$ cat src/rtl/dequantize_rescale.sv
// dequantize_rescale: int8 activation -> int32 accumulator-domain rescaler.
// Three-stage stallable pipeline: offset + pre-shift, Q31 high-word multiply,
// rounding right shift. Define DEQ_SAT_EN to saturate the pre-shift and the
// (-1.0 x -1.0) multiply corner instead of wrapping.
//
// Handshake: a beat moves on in_valid & in_ready, and out on out_valid & out_ready.
// in_ready = adv = out_ready | ~out_valid; every stage advances together on adv
// and holds otherwise, so out_data/out_last are stable while stalled.
module dequantize_rescale #(
  parameter int FRAME_CNT_W = 16,
  parameter int SHIFT_MAX   = 31
) (
  input  logic                   clk,
  input  logic                   rst,
  input  logic                   in_valid,
  output logic                   in_ready,
  input  logic [7:0]             in_data,
  input  logic                   in_last,
  input  logic [31:0]            in_offset,
  input  logic [31:0]            in_multi,
  input  logic [31:0]            in_shift,
  output logic                   out_valid,
  input  logic                   out_ready,
  output logic [31:0]            out_data,
  output logic                   out_last,
  output logic [FRAME_CNT_W-1:0] elem_cnt,
  output logic                   busy
);

  localparam int SH_W = $clog2(SHIFT_MAX + 1);

  logic                   adv;
  logic                   accept;

  // Stage 0 register: pre-shifted value plus the config it travels with.
  logic                   s0_valid_q, s0_valid_d;
  logic                   s0_last_q, s0_last_d;
  logic [31:0]            s0_b_q, s0_b_d;
  logic [31:0]            s0_multi_q, s0_multi_d;
  logic [SH_W-1:0]        s0_rs_q, s0_rs_d;
  // Stage 1 register: rounded high word of the product.
  logic                   s1_valid_q, s1_valid_d;
  logic                   s1_last_q, s1_last_d;
  logic [31:0]            s1_m_q, s1_m_d;
  logic [SH_W-1:0]        s1_rs_q, s1_rs_d;
  // Output register.
  logic                   out_valid_q, out_valid_d;
  logic                   out_last_q, out_last_d;
  logic [31:0]            out_data_q, out_data_d;
  logic [FRAME_CNT_W-1:0] cnt_q, cnt_d;

  // Datapath intermediates.
  logic [31:0]            a_s0;
  logic [31:0]            neg_shift;
  logic [SH_W-1:0]        ls_s0;
  logic [SH_W-1:0]        rs_s0;
  logic [31:0]            b_s0;
`ifdef DEQ_SAT_EN
  logic [63:0]            wide_s0;
`endif
  logic [63:0]            p_s1;
  logic [31:0]            m_s1;
  logic [31:0]            mask_s2;
  logic [31:0]            rem_s2;
  logic [31:0]            thr_s2;
  logic signed [31:0]     sra_s2;
  logic [31:0]            res_s2;
  logic                   unused_bits;

  assign adv    = out_ready | ~out_valid_q;
  assign accept = in_valid & adv;

  // Stage 0 math: add offset, split the signed shift into clipped left/right amounts, pre-shift.
  always_comb begin
    a_s0      = {{24{in_data[7]}}, in_data} + in_offset;
    neg_shift = 32'd0 - in_shift;
    ls_s0     = '0;
    rs_s0     = '0;
    if (!in_shift[31]) begin
      if ($signed(in_shift) > SHIFT_MAX) ls_s0 = SH_W'(SHIFT_MAX);
      else                               ls_s0 = in_shift[SH_W-1:0];
    end else begin
      if ($signed(in_shift) < -SHIFT_MAX) rs_s0 = SH_W'(SHIFT_MAX);
      else                                rs_s0 = neg_shift[SH_W-1:0];
    end
`ifdef DEQ_SAT_EN
    wide_s0 = {{32{a_s0[31]}}, a_s0} << ls_s0;
    // In range only if every bit from 31 upward agrees with the sign.
    if ((&wide_s0[63:31]) || !(|wide_s0[63:31])) b_s0 = wide_s0[31:0];
    else b_s0 = a_s0[31] ? 32'h8000_0000 : 32'h7FFF_FFFF;
`else
    b_s0 = a_s0 << ls_s0;
`endif
  end

  // Stage 1 math: signed 32x32 product, keep the high word rounded half up.
  always_comb begin
    // Low 64 bits of a product are the same for signed or unsigned operands.
    p_s1 = {{32{s0_b_q[31]}}, s0_b_q} * {{32{s0_multi_q[31]}}, s0_multi_q};
    m_s1 = p_s1[63:32] + {31'd0, p_s1[31]};
`ifdef DEQ_SAT_EN
    if (s0_b_q == 32'h8000_0000 && s0_multi_q == 32'h8000_0000) m_s1 = 32'h7FFF_FFFF;
`endif
  end

  // Stage 2 math: arithmetic right shift with round-half-away-from-zero correction.
  always_comb begin
    mask_s2 = (32'd1 << s1_rs_q) - 32'd1;
    rem_s2  = s1_m_q & mask_s2;
    thr_s2  = (mask_s2 >> 1) + {31'd0, s1_m_q[31]};
    sra_s2  = $signed(s1_m_q) >>> s1_rs_q;
    res_s2  = sra_s2 + {31'd0, (rem_s2 > thr_s2)};
  end

  assign unused_bits = ^{neg_shift[31:SH_W], p_s1[30:0]};

  // Next state: whole pipe shifts on adv, otherwise every stage holds.
  always_comb begin
    s0_valid_d  = s0_valid_q;
    s0_last_d   = s0_last_q;
    s0_b_d      = s0_b_q;
    s0_multi_d  = s0_multi_q;
    s0_rs_d     = s0_rs_q;
    s1_valid_d  = s1_valid_q;
    s1_last_d   = s1_last_q;
    s1_m_d      = s1_m_q;
    s1_rs_d     = s1_rs_q;
    out_valid_d = out_valid_q;
    out_last_d  = out_last_q;
    out_data_d  = out_data_q;
    cnt_d       = cnt_q;
    if (adv) begin
      s0_valid_d = in_valid;
      if (in_valid) begin
        s0_last_d  = in_last;
        s0_b_d     = b_s0;
        s0_multi_d = in_multi;
        s0_rs_d    = rs_s0;
      end
      s1_valid_d = s0_valid_q;
      if (s0_valid_q) begin
        s1_last_d = s0_last_q;
        s1_m_d    = m_s1;
        s1_rs_d   = s0_rs_q;
      end
      out_valid_d = s1_valid_q;
      if (s1_valid_q) begin
        out_last_d = s1_last_q;
        out_data_d = res_s2;
      end
    end
    if (accept) cnt_d = in_last ? '0 : cnt_q + 1'b1;
  end

  // State registers, cleared asynchronously so in-flight beats are dropped on reset.
  always_ff @(posedge clk or posedge rst) begin
    if (rst) begin
      s0_valid_q  <= 1'b0;
      s0_last_q   <= 1'b0;
      s0_b_q      <= '0;
      s0_multi_q  <= '0;
      s0_rs_q     <= '0;
      s1_valid_q  <= 1'b0;
      s1_last_q   <= 1'b0;
      s1_m_q      <= '0;
      s1_rs_q     <= '0;
      out_valid_q <= 1'b0;
      out_last_q  <= 1'b0;
      out_data_q  <= '0;
      cnt_q       <= '0;
    end else begin
      s0_valid_q  <= s0_valid_d;
      s0_last_q   <= s0_last_d;
      s0_b_q      <= s0_b_d;
      s0_multi_q  <= s0_multi_d;
      s0_rs_q     <= s0_rs_d;
      s1_valid_q  <= s1_valid_d;
      s1_last_q   <= s1_last_d;
      s1_m_q      <= s1_m_d;
      s1_rs_q     <= s1_rs_d;
      out_valid_q <= out_valid_d;
      out_last_q  <= out_last_d;
      out_data_q  <= out_data_d;
      cnt_q       <= cnt_d;
    end
  end

  assign in_ready  = adv;
  assign out_valid = out_valid_q;
  assign out_last  = out_last_q;
  assign out_data  = out_data_q;
  assign elem_cnt  = cnt_q;
  assign busy      = s0_valid_q | s1_valid_q | out_valid_q;

endmodule

$ cat config.mk
export PLATFORM = sky130hd
export DESIGN_NAME = dequantize_rescale
export DESIGN_NICKNAME = d
export VERILOG_FILES = /design/src/rtl/dequantize_rescale.sv
export SDC_FILE = /design/constraint.sdc
export NUM_CORES = 2
export LEC_CHECK = 0
export ABC_CLOCK_PERIOD_IN_PS = 12460
export CORE_MARGIN = 3
export CORE_UTILIZATION = 28
export CTS_BUF_LIST = sky130_fd_sc_hd__clkbuf_8
export CTS_CLUSTER_DIAMETER = 80
export DETAILED_ROUTE_END_ITERATION = 10
export PLACE_DENSITY = 0.41
export SLEW_MARGIN = 20
export SYNTH_ARGS = -nofsm -noshare
export SYNTH_HDL_FRONTEND = slang
export SYNTH_SLANG_ARGS = --single-unit
$ cat constraint.sdc
create_clock -name clk -period 12.46 [get_ports clk]
set_input_delay 1.246 -clock clk [delete_from_list [all_inputs] [get_ports clk]]
set_output_delay 1.246 -clock clk [all_outputs]
set_load 0.02 [all_outputs]
# Yosys cells after proc, flatten, opt, wreduce, memory -nomap -nowiden
# Cells that the tools add are included.
classes:
  multipliers: 1
  add_sub_neg: 7
  bitwise_logic: 6
  magnitude_cmp: 3
  mux: 5
  shift: 3
  reduce_logical: 3
op_table:
  columns: ["operator", "n"]
  rows:
  - ["32-bit by 1-bit adder with 32-bit output", 2]
  - ["32-bit by 32-bit multiplier with 64-bit output", 1]
  - ["31-bit by 1-bit adder with 32-bit output", 1]
  - ["32-bit adder", 1]
  - ["32-bit bitwise AND", 1]
  - ["32-bit > comparator", 1]
  - ["32-bit by 6-bit > comparator with 1-bit output, second input constant", 1]
  - ["32-bit by 6-bit less-than comparator with 1-bit output, second input constant", 1]
  - ["1-bit by 5-bit << shifter with 32-bit output, first input constant", 1]
  - ["32-bit by 5-bit << shifter with 32-bit output", 1]
  - ["32-bit by 5-bit >>> shifter with 32-bit output", 1]
  - ["32-bit by 1-bit subtractor with 32-bit output, second input constant", 1]
  - ["5-bit two-way mux", 4]
  - ["16-bit by 1-bit adder with 16-bit output, second input constant", 1]
  - ["16-bit two-way mux", 1]
  - ["2-bit AND reduction", 3]
  - ["1-bit by 5-bit subtractor with 5-bit output, first input constant", 1]
  - ["1-bit bitwise OR", 3]
  - ["1-bit bitwise AND", 1]
  - ["1-bit NOT", 1]
word_totals:
  inputBits: 109
  out_inout_bits: 52
  ff_bits: 160

# Logic depth before layout (Yosys ltp)
depth:
  depth_word: 5
  depth_mapped: 40
  depth_no_buf: 34

# Worst setup path before layout
# OpenSTA, ideal clock, no wires.
synth_timing:
  path_type: "flip-flop to flip-flop"
  from: "register s0_b_q[31]"
  to: "register s1_m_q[31]"
  n_path_buf: 2
  t_required_ns: 12.364
  synth_period_minus_slack_ns: 9.156
  t_arrival_ns: 9.060
  slack_ns: 3.304
  stages_incl_launch_ff: 28
  setup_time_ns: 0.096
  cell_sequence: "dfrtp_1 clkbuf_1 nand2_1 inv_1 fa_1 fa_1 fa_1 inv_1 fa_1 inv_1 fa_1 fa_1 fa_1 fa_1 ha_1 clkbuf_1 a21o_1 a21oi_1 o21ai_0 or4b_2 a22oi_1 nand2_1 xnor2_1 nand2b_1 or3b_1 a2111o_1 and4_1 o31ai_1"
synth_between:
  elab_chain_len: 2
synth_lines:
  columns: ["item", "line", "text"]
  rows:
  - ["start: declaration", "38", "logic [31:0] s0_b_q, s0_b_d;"]
  - ["start signal: assignment", "160", "s0_b_q <= '0;"]
  - ["start signal: assignment", "174", "s0_b_q <= s0_b_d;"]
  - ["32-bit by 32-bit multiplier with 64-bit output", "99", "p_s1 = {{32{s0_b_q[31]}}, s0_b_q} * {{32{s0_multi_q[31]}}, s0_multi_q};"]
  - ["32-bit by 1-bit adder with 32-bit output", "100", "m_s1 = p_s1[63:32] + {31'd0, p_s1[31]};"]
  - ["end signal: assignment", "179", "s1_m_q <= s1_m_d;"]
  - ["end: declaration", "44", "logic [31:0] s1_m_q, s1_m_d;"]
# Every way passes these cells.
# A chain may end at the register's enable or synchronous reset.

# Final worst setup path
layout_timing:
  from: "register s0_b_q[16]"
  to: "register s1_m_q[18]"
# The elaborated chain is that of the path after synthesis.

==> load_flow_metrics.sql <==
INSERT INTO impl_metrics (metric_group, metric, value, unit) VALUES
('cells_and_area', 'flow.area_growth_from_synthesis', '8.56', '%'),
('global_route', 'grt_overflow_total', '0', ''),
('global_route', 'antenna_found_initial', '5', ''),
('clock_tree', 'postCtsHoldBufs', '0', ''),
('cells_and_area', 'number_of_filler_instances_in_the_final_layout', '18900', ''),
('timing', 'maxSlewViolCount', '0', ''),
('die', 'ios', '161', ''),
('critical_path', 'cp.required', '12.91', 'ns'),
('cells_and_area', 'num-nets-final', '7042', ''),
('global_route', 'grt_most_used_layer', 'met2', ''),
('yosys', 'avgSynthCellArea', '8.94', 'um^2'),
('global_route', 'grt_util_met2', '29.6', '%'),
('clock_tree', 'post_cts.resized_instances', '0', ''),
('timing', 'final-setup-viol-count', '0', ''),
('yosys', 'ys_async_sr_fraction', '100', '%'),
('yosys', 'yosys_register_bits', '160', ''),
('die', 'core', '179000', 'um^2'),
('yosys', 'netlist_area_pre_place', '50600', 'um^2'),
('clock_tree', 'cts-root-buf', 'clkbuf_8', ''),
('routing', 'drc_errors', '0', ''),
('die', 'die_h', '431', 'um'),
('critical_path', 'critical_path_class', 'register to register', ''),
('run_status', 'status', 'finished clean', ''),
('critical_path', 'cpMaxStageDelayCell', 'dfrtp_1', ''),
('clock_tree', 'tritoncts', 'built', ''),
('yosys', 'synth_warnings', '0', ''),
('global_route', 'grt_start_max_net_pins', '73', ''),
('timing', 'post-route-min-period', '10.19', 'ns'),
('die', 'row_count', '155', ''),
('cells_and_area', 'multi_input_logic_area', '41800', 'um^2'),
('clock_tree', 'number_of_buffers_created_by_cts', '17', ''),
('global_route', 'grt.met3_usage', '2.19', '%'),
('yosys', 'syn-num-nets', '7104', ''),
('critical_path', 'nature_of_the_critical_path_endpoint', 'register', ''),
('timing', 'period_share', '81.8', '%'),
('clock_tree', 'clock_sink_count', '160', ''),
('yosys', 'synth_cell_types', '98', ''),
('yosys', 'synth-main-ff-cell', 'dfrtp_1', ''),
('critical_path', 'critPathArrivalTime', '10.64', 'ns'),
('die', 'design.die.area', '186000', 'um^2'),
('yosys', 'seq_area_frac_synth', '7.91', '%'),
('critical_path', 'critPathMostFrequentCell', 'fa_1', ''),
('hold_path', 'hold_path.class', 'register to register', ''),
('clock_tree', 'clock_latency', '0.62', 'ns'),
('timing', 'max_clock_freq', '98.1', 'MHz'),
('die', 'initial_utilization', '28.3', '%'),
('yosys', 'post_synth_inst_count', '5661', ''),
('routing', 'dr.first_iter.drc_count', '1941', ''),
('place', 'post-dp-hpwl', '131000', 'um'),
('place', 'place.port_buffers', '160', ''),
('routing', 'drt-total-wl', '162000', 'um'),
('yosys', 'number_of_flops_mapped_to_enable_cells_by_yosys', '0', ''),
('routing', 'detail_route.wl_per_cell', '20.3', 'um'),
('global_route', 'grt_pass1_wl', '258000', 'um'),
('clock_tree', 'htree_num_levels', '4', ''),
('clock_tree', 'cts.reportedPaths.clkPinSlew', '0.10', 'ns'),
('run', 'maxCapViolCount', '0', ''),
('critical_path', 'critPathLaunchType', 'register', ''),
('timing', 'worst_pin_slew', '1.10', 'ns'),
('timing', 'totalNegativeSetupSlack', '0', 'ns'),
('routing', 'detail_route.first_pass.iterations', '6', ''),
('timing', 'rsz0062_at_grt', 'no', ''),
('cells_and_area', 'drive_above_1_share', '4.72', '%'),
('global_route', 'overall_fraction_of_global_route_tracks_in_use', '17.9', '%'),
('clock_tree', 'cts_setup_buffers', '0', ''),
('routing', 'final_antenna_net_count', '0', ''),
('cells_and_area', 'layout.area.seq', '4020', 'um^2'),
('clock_tree', 'max-clock-path-buffers', '2', ''),
('critical_path', 'crit_path_max_incr_delay', '0.96', 'ns'),
('routing', 'routed-via-count', '38100', ''),
('timing', 'hold_viol', '0', ''),
('routing', 'routed_via_density', '4.78', ''),
('global_route', 'grt_pass1_vias', '42000', ''),
('critical_path', 'maximum_fanout_encountered_on_the_critical_timing_path', '20', ''),
('timing', 'hold_ws', '0.484', 'ns'),
('timing', 'finalClockSkew', '0.0473', 'ns'),
('place', 'place_congestion', '0.871', ''),
('die', 'chip_width', '431', 'um'),
('global_route', 'global_route.usage.met1', '25.5', '%'),
('timing', 'max_slew_margin', '26.7', '%');
==> cells in the mapped netlist, types with 13 or more instances <==
library cell / n / area, um^2
and2_1: 536 / 3350
o21bai_1: 17 / 128
or3_1: 20 / 125
o21ai_0: 202 / 1010
mux2_2: 36 / 405
a21oi_1: 174 / 871
a21o_1: 41 / 308
mux4_2: 45 / 1010
a21boi_0: 13 / 97.6
buf_2: 13 / 65.1
fa_1: 1082 / 21700
nand2b_1: 34 / 213
nor2b_1: 25 / 156
dfrtp_1: 160 / 4000
a31oi_1: 27 / 169
ha_1: 252 / 3150
mux2i_1: 47 / 470
or2_2: 18 / 113
o31ai_1: 22 / 165
nor3_1: 52 / 260
nor2_1: 200 / 751
nand4_1: 51 / 319
o21a_1: 30 / 225
xnor2_1: 82 / 718
nand3_1: 57 / 285
a211oi_1: 20 / 150
nand2_1: 849 / 3190
xor2_1: 55 / 482
clkbuf_1: 294 / 1100
o211ai_1: 15 / 113
and3_1: 27 / 169
inv_1: 955 / 3580
nor4_1: 23 / 144
==> critical path, delay by kind of cell, from the launching register on <==
kind | cells | cell delay [ns]
compound gates | 3 | 0.58
xor+xnor | 2 | 0.36
fa+ha+maj | 11 | 4.84
buf+inv | 3 | 0.50
flops | 1 | 0.96
simple gates | 9 | 2.80
==> cell usage in the layout, fill, tap and decap left out, types with 18 or more instances in the layout <==
| master | count |
|---|---|
| inv_1 | 954 |
| mux4_2 | 45 |
| fa_1 | 1082 |
| or2_2 | 18 |
| nor2_1 | 200 |
| nor3_1 | 52 |
| a31oi_1 | 27 |
| nand4_1 | 51 |
| nand3_1 | 57 |
| clkbuf_8 | 18 |
| o31ai_1 | 22 |
| nor2b_1 | 25 |
| ha_1 | 252 |
| or3_1 | 20 |
| nand2b_1 | 34 |
| and3_1 | 27 |
| mux2_2 | 36 |
| a21oi_1 | 172 |
| nor4_1 | 23 |
| xor2_1 | 55 |
| nand2_1 | 846 |
| o21a_1 | 30 |
| mux2i_1 | 47 |
| o21ai_0 | 202 |
| buf_4 | 84 |
| clkdlybuf4s50_1 | 160 |
| xnor2_1 | 82 |
| a211oi_1 | 20 |
| a21o_1 | 41 |
| dfrtp_1 | 149 |
| and2_1 | 535 |
==> cells by family after synthesis <==
group,after synthesis,share of synthesized area (%)
AND/OR/NAND/NOR,1937,18.9
adder cells (fa/ha/maj),1334,49.0
buffers and inverters,1282,9.62
AO/OA/AOI/OAI,681,8.48
flip-flops,160,7.91
XOR/XNOR,137,2.37
multiplexers,128,3.73
other,2,0.0148
==> state kept, by name, summed over array words and instances, names as in the netlist <==
signal      flops
s1_last_q       1
s0_valid_q      1
out_valid       1
s0_rs_q         5
s1_m_q         32
elem_cnt       16
s1_valid_q      1
s0_b_q         32
out_data       32
out_last        1
s0_last_q       1
s1_rs_q         5
s0_multi_q     32
==> stage by stage <==
stage	util [%]	area (um^2)	worst slack, ns	cells
after detailed placement	30.5	54600	2.31	7935
final	30.7	55000	2.27	7970
after global placement	30.5	54600	2.31	7935
after global routing	30.7	55000	1.60	7968
after floorplan	-	50600	3.30	5661
after CTS	30.7	54900	2.20	7967
==> per-layer routing <==
metal	wire [um]	vias to the layer above	share of wire (%)
met1	77800	19800	48
met2	75800	746	47
met4	2190	0	1.4
met5	0	-	0
met3	6300	103	3.9
li1	-	17500	-
==> worst paths after layout <==
path                           startpoint              to  slack (ns)  depth (start not counted)
setup / recovery               s0_b_q[16]      s1_m_q[18]        2.27                         28
hold / removal             s0_multi_q[21]  s0_multi_q[21]        0.48                          2
setup reg to reg               s0_b_q[16]      s1_m_q[18]        2.27                         28
hold reg to reg            s0_multi_q[21]  s0_multi_q[21]        0.48                          2
max in group asynchronous             rst  s0_multi_q[19]        9.96                          3
min in group asynchronous             rst   s0_multi_q[3]        1.10                          2
==> layout make-up <==
cell class | instances | area share [%]
inverters | 957 | 6.55
clock buffers | 18 | 0.451
well taps | 2355 | 5.36
diodes | 3 | 0.0137
multi-input cells | 4219 | 76.0
flip-flops and latches | 160 | 7.31
repair buffers | 244 | 4.06
clock inverters | 14 | 0.241
Power is not shown: default switching activity piles up to over one toggle a cycle in this logic, so the estimate is an artifact.
